[src/rtl/fetch_stage_pkg.sv]
// Shared fetch/decode definitions: reserved instruction words, opcode field
// position and the fetch FSM state encoding.
package fetch_stage_pkg;

    localparam logic [15:0] NOP_INSTR  = 16'h0000;
    localparam logic [15:0] HALT_INSTR = 16'hFFFF;

    localparam int OPCODE_MSB = 15;
    localparam int OPCODE_LSB = 13;

    typedef enum logic {
        ST_RUN  = 1'b0,
        ST_HALT = 1'b1
    } fetch_state_t;

    function automatic logic is_halt(input logic [15:0] instr);
        return (instr == HALT_INSTR);
    endfunction

    function automatic logic [2:0] opcode_of(input logic [15:0] instr);
        return instr[OPCODE_MSB:OPCODE_LSB];
    endfunction

endpackage

[src/rtl/fetch_stage_pc_reg.sv]
// Program counter: reset, load of a redirect target, hold, or increment
// wrapping modulo 2^ADDR_W. Priority: reset > load > hold > increment.
module pc_reg #(
    parameter logic [15:0] RESET_PC = 16'h0000,
    parameter int          ADDR_W   = 16
) (
    input  logic              clk,
    input  logic              reset,
    input  logic              hold,
    input  logic              load,
    input  logic [ADDR_W-1:0] target,
    output logic [ADDR_W-1:0] pc
);

    logic [ADDR_W-1:0] pc_r;
    logic [ADDR_W-1:0] pc_inc_s;

    // Natural overflow of the adder gives the wrap with no carry flag.
    always_comb begin
        pc_inc_s = pc_r + {{(ADDR_W-1){1'b0}}, 1'b1};
    end

    // PC state update.
    always_ff @(posedge clk) begin
        if (reset) begin
            pc_r <= RESET_PC[ADDR_W-1:0];
        end else if (load) begin
            pc_r <= target;
        end else if (hold) begin
            pc_r <= pc_r;
        end else begin
            pc_r <= pc_inc_s;
        end
    end

    assign pc = pc_r;

endmodule

[src/rtl/fetch_stage.sv]
// Instruction fetch stage: PC, RUN/HALT control and the IF/ID buffer feeding
// decode. Memory read is combinational on the current PC.
module fetch_stage
    import fetch_stage_pkg::*;
#(
    parameter logic [15:0] RESET_PC = 16'h0000,
    parameter int          ADDR_W   = 16
) (
    input  logic              clk,
    input  logic              reset,
    input  logic              stall,
    input  logic              branch_taken,
    input  logic [ADDR_W-1:0] branch_target,
    output logic [ADDR_W-1:0] imem_addr,
    input  logic [15:0]       imem_data,
    output logic [15:0]       instruction_buf,
    output logic [ADDR_W-1:0] pc_buf,
    output logic              valid_buf,
    output logic              halted,
    output logic [15:0]       fetch_count
);

    fetch_state_t      state_r;
    logic [15:0]       instr_r;
    logic [ADDR_W-1:0] pc_buf_r;
    logic              valid_r;
    logic              halted_r;
    logic [15:0]       count_r;
    logic [ADDR_W-1:0] pc_s;
    logic              pc_hold_s;
    logic              halt_seen_s;

    // PC is frozen on stall, on the fetch of a HALT word, and while halted.
    always_comb begin
        halt_seen_s = is_halt(imem_data);
        if (state_r == ST_HALT) begin
            pc_hold_s = 1'b1;
        end else begin
            pc_hold_s = stall | halt_seen_s;
        end
    end

    pc_reg #(
        .RESET_PC (RESET_PC),
        .ADDR_W   (ADDR_W)
    ) u_pc_reg (
        .clk    (clk),
        .reset  (reset),
        .hold   (pc_hold_s),
        .load   (branch_taken),
        .target (branch_target),
        .pc     (pc_s)
    );

    // Fetch FSM and IF/ID buffer.
    always_ff @(posedge clk) begin
        if (reset) begin
            state_r  <= ST_RUN;
            instr_r  <= NOP_INSTR;
            pc_buf_r <= {ADDR_W{1'b0}};
            valid_r  <= 1'b0;
            halted_r <= 1'b0;
            count_r  <= 16'h0000;
        end else begin
            case (state_r)
                ST_RUN: begin
                    if (branch_taken) begin
                        instr_r <= NOP_INSTR;
                        valid_r <= 1'b0;
                    end else if (stall) begin
                        instr_r <= instr_r;
                        valid_r <= valid_r;
                    end else begin
                        instr_r  <= imem_data;
                        pc_buf_r <= pc_s;
                        valid_r  <= 1'b1;
                        if (count_r != 16'hFFFF) begin
                            count_r <= count_r + 16'h0001;
                        end
                        if (halt_seen_s) begin
                            state_r  <= ST_HALT;
                            halted_r <= 1'b1;
                        end
                    end
                end
                ST_HALT: begin
                    instr_r <= NOP_INSTR;
                    valid_r <= 1'b0;
                    if (branch_taken) begin
                        state_r  <= ST_RUN;
                        halted_r <= 1'b0;
                    end
                end
                default: begin
                    state_r  <= ST_RUN;
                    halted_r <= 1'b0;
                    instr_r  <= NOP_INSTR;
                    valid_r  <= 1'b0;
                end
            endcase
        end
    end

    assign imem_addr       = pc_s;
    assign instruction_buf = instr_r;
    assign pc_buf          = pc_buf_r;
    assign valid_buf       = valid_r;
    assign halted          = halted_r;
    assign fetch_count     = count_r;

endmodule
[config.mk]
export PLATFORM = sky130hd
export DESIGN_NAME = fetch_stage
export DESIGN_NICKNAME = d
export VERILOG_FILES = /design/src/rtl/fetch_stage_pkg.sv /design/src/rtl/fetch_stage_pc_reg.sv /design/src/rtl/fetch_stage.sv
export SDC_FILE = /design/constraint.sdc
export NUM_CORES = 1
export LEC_CHECK = 0
export ABC_AREA = 0
export CORE_UTILIZATION = 45
export CTS_CLUSTER_SIZE = 24
export DETAILED_ROUTE_END_ITERATION = 6
export DONT_BUFFER_PORTS = 1
export HOLD_SLACK_MARGIN = 0.15
export PLACE_DENSITY = 0.62
export SLEW_MARGIN = 20
export SYNTH_ARGS = -nofsm -noshare
export SYNTH_HDL_FRONTEND = slang
export SYNTH_SLANG_ARGS = --single-unit
export TNS_END_PERCENT = 20
[constraint.sdc]
create_clock -name clk -period 5.1 [get_ports clk]
set_clock_uncertainty 0.15 [all_clocks]
set_input_delay 0.765 -clock clk [delete_from_list [all_inputs] [get_ports clk]]
set_output_delay 0.765 -clock clk [all_outputs]
set_load 0.01 [all_outputs]
==> metrics <==
routed vias/inst 6.23; die height 84.6 um; final setup violating endpoints 0; post-CTS sizing 0; Core Util, Final 50.7%; slowest stage delay, CP 0.62 ns; Max clock buf depth 2; Inserted Clock Buffers 9; PortBufs 0; violated checks design-rule violations; fmax 0.374 GHz; Wirelength per Cell 18.1 um; Least-Margin Pin Slew 1.01 ns; fin crit share 52.4%; postcts setup bufs 0; mean post-synth cell area 8.27 sq um; Post-Layout Inst Area 0.00328 sq mm; via count 2,762; Max-Cap Viols 0; crit path launch type input pin; Die Wd 84.6 um; unrepaired setup endpoints after global routing no; reg-to-reg endpoint u_pc_reg.pc[10]; vias in the first global route 2,456; Skew-Pair Late Insertion Delay 0.34 ns; Congestion Overflow GR 0; combinational share of power 5.1%; Worst-path clk slew 0.07 ns; Post-Syn Instances 371; starting density of the core 47.5%; row cnt 29; DP Wirelength 5.47 mm; cell leakage power 1.08 nW; EDFF count, synth 0; slowest CP cell nand2_1; H-tree Lvls 3; CP top delay family simple AND/OR/NAND/NOR gates; Mapped Nets 409; post-synthesis sequential area ratio 43.7%; Placement Cell Area 0.00309 sq mm; Synth cell types 46; hold path depth 1; worst path bufs/invs 1; CP Cell Sequence inv_1, nand2_1, a21oi_1, mux2_2; # IOs 102; Pwr Density 325 mW/mm^2; VDD IR max 136 uV; DIE AREA 0.00715 sq mm; drt total wl 8.01 mm; FF-to-FF path depth 6; final hold violation count 0; crit-path max FO 31; post-route ant nets 0; global-route wire length before repair 12.4 mm; Synth Register Bits 67; worst hold start reset; Final Slew Violations 0; reg2reg start u_pc_reg.pc[0]; TritonRoute pass-1 iters 7; WP data required 5.18 ns; asr flop ratio synth 0%; sequential fraction of design power 53.9%; WHS Endpoint fetch_count[8]; CTS tree yes; Global Route Usage Sum 22.4%; Antenna diodes 0; R2R setup slack 2.88 ns; internal power 804 uW; 1st-iter DRT viols 158; core area 0.00646 sq mm; switching share of power 24.5%; Final nets 399; Synth top area share 43.7%; crit path DAT 2.76 ns; share of cells above drive strength 1 8.74%; CP Capture Type flop; Psw 260 uW; Root Driver clkbuf_8; outcome finished, violations left; WS Path Type in -> reg; crit path launch branch_taken; clock sink count 67; P&R area growth vs syn 6.81%; initial antenna violation count 0; CTS hold repair buffers 0; Mapped Area 0.00307 sq mm; GPL Wtd Cong 0.824; TNS Setup 0 ns; Synth area leader dfxtp_1; Top FF cell, synth dfxtp_1; Synth area leaders dfxtp_1 44%, nand2_1 5.9%, a21oi_1 5.2%; worst hold path type in -> reg; relative slew slack 32.2%; largest net degree at the start of global routing 68; Clk pwr share 40.9%; crit path time final 2.67 ns; Yosys Warn Count 0; DRC Markers 6
==> kinds of logic after synthesis <==
family	Yosys count	synth area share [%]
multiplexers	8	2.90
flip-flops	67	43.7
adder cells (fa/ha/maj)	2	0.816
buffers and inverters	30	4.24
XOR/XNOR	1	0.286
AO/OA/AOI/OAI	94	20.0
AND/OR/NAND/NOR	169	28.0
==> per-layer routing <==
metal / share of wire (%) / track usage (%) / vias up
li1: - / - / 1353
met1: 47 / 31.2 / 1270
met2: 40 / 30.7 / 126
met3: 11 / 9.44 / 13
met4: 1.5 / 8.47 / 0
met5: 0 / 0 / -
==> worst max-delay path by stage <==
| stage | endpoint | slack [ns] | depth (start not counted) |
|---|---|---|---|
| floorplan | u_pc_reg.pc[9] | 2.95 | 5 |
| global placement | fetch_count[0] | 2.15 | 4 |
| detailed placement | fetch_count[0] | 2.07 | 4 |
| CTS | fetch_count[0] | 2.44 | 4 |
| global route | fetch_count[0] | 2.32 | 4 |
| finish | fetch_count[0] | 2.43 | 4 |
==> layout make-up <==
type                    count  area, sq um
fillers                   639         3180
flip-flops and latches     67         1340
well taps                  77         96.3
clock inverters             2         35.0
multi-input cells         274         1610
inverters                   6         22.5
clock buffers              14          153
repair buffers              3         22.5
==> synth_stat cells (2+ instances only) <==
| cell type | instances |
|---|---|
| nand4_1 | 14 |
| buf_1 | 4 |
| mux2_2 | 7 |
| a21oi_1 | 32 |
| a22oi_1 | 17 |
| ha_1 | 2 |
| nand2_1 | 48 |
| nor2_1 | 41 |
| clkbuf_1 | 16 |
| inv_1 | 6 |
| a211oi_1 | 2 |
| nor3_1 | 9 |
| nor2b_1 | 8 |
| or4_1 | 10 |
| o21ai_0 | 13 |
| or2_2 | 3 |
| nor4_1 | 3 |
| o41ai_1 | 3 |
| and3_1 | 5 |
| buf_6 | 2 |
| o31ai_1 | 8 |
| a311oi_1 | 8 |
| dfxtp_1 | 67 |
| o221ai_1 | 2 |
| nand3_1 | 10 |
| and4_1 | 4 |
| a31oi_1 | 2 |
| buf_2 | 2 |
| or3_1 | 6 |
==> stage by stage <==
step	hold WS [ns]	instances	total power [mW]	setup WS (ns)
detailed placement	0.340	427	0.640	2.07
global placement	0.338	427	0.638	2.15
global route	0.313	443	1.11	2.32
finish	0.338	443	1.06	2.43
CTS	0.330	443	1.07	2.44
floorplan	0.331	371	0.630	2.95
==> layout by cell type (no fill, tap or decap), types with 3 or more instances in the layout <==
cell type	n
nand3_1	10
nor3_1	7
or2_2	3
nor2b_1	8
and3_1	5
clkbuf_1	4
o31ai_1	8
nand4_1	14
or3_1	6
nor2_1	41
mux2_2	7
o41ai_1	3
nand2_1	48
a21oi_1	32
inv_1	6
nor4_1	3
or4_1	10
dfxtp_1	67
o21ai_0	13
and4_1	4
a22oi_1	17
buf_4	3
a311oi_1	8
clkbuf_8	10
==> power by group through the flow <==
| stage | sequential (mW) | clock, mW | combinational [mW] |
|---|---|---|---|
| final | 0.574 | 0.436 | 0.0547 |
| after global routing | 0.577 | 0.471 | 0.0618 |
| after CTS | 0.574 | 0.445 | 0.0547 |
| after detailed placement | 0.586 | 0 | 0.0545 |
| after global placement | 0.586 | 0 | 0.0528 |
| after floorplan | 0.576 | 0 | 0.0534 |
Note: power is estimated with default switching activity, not from simulation.
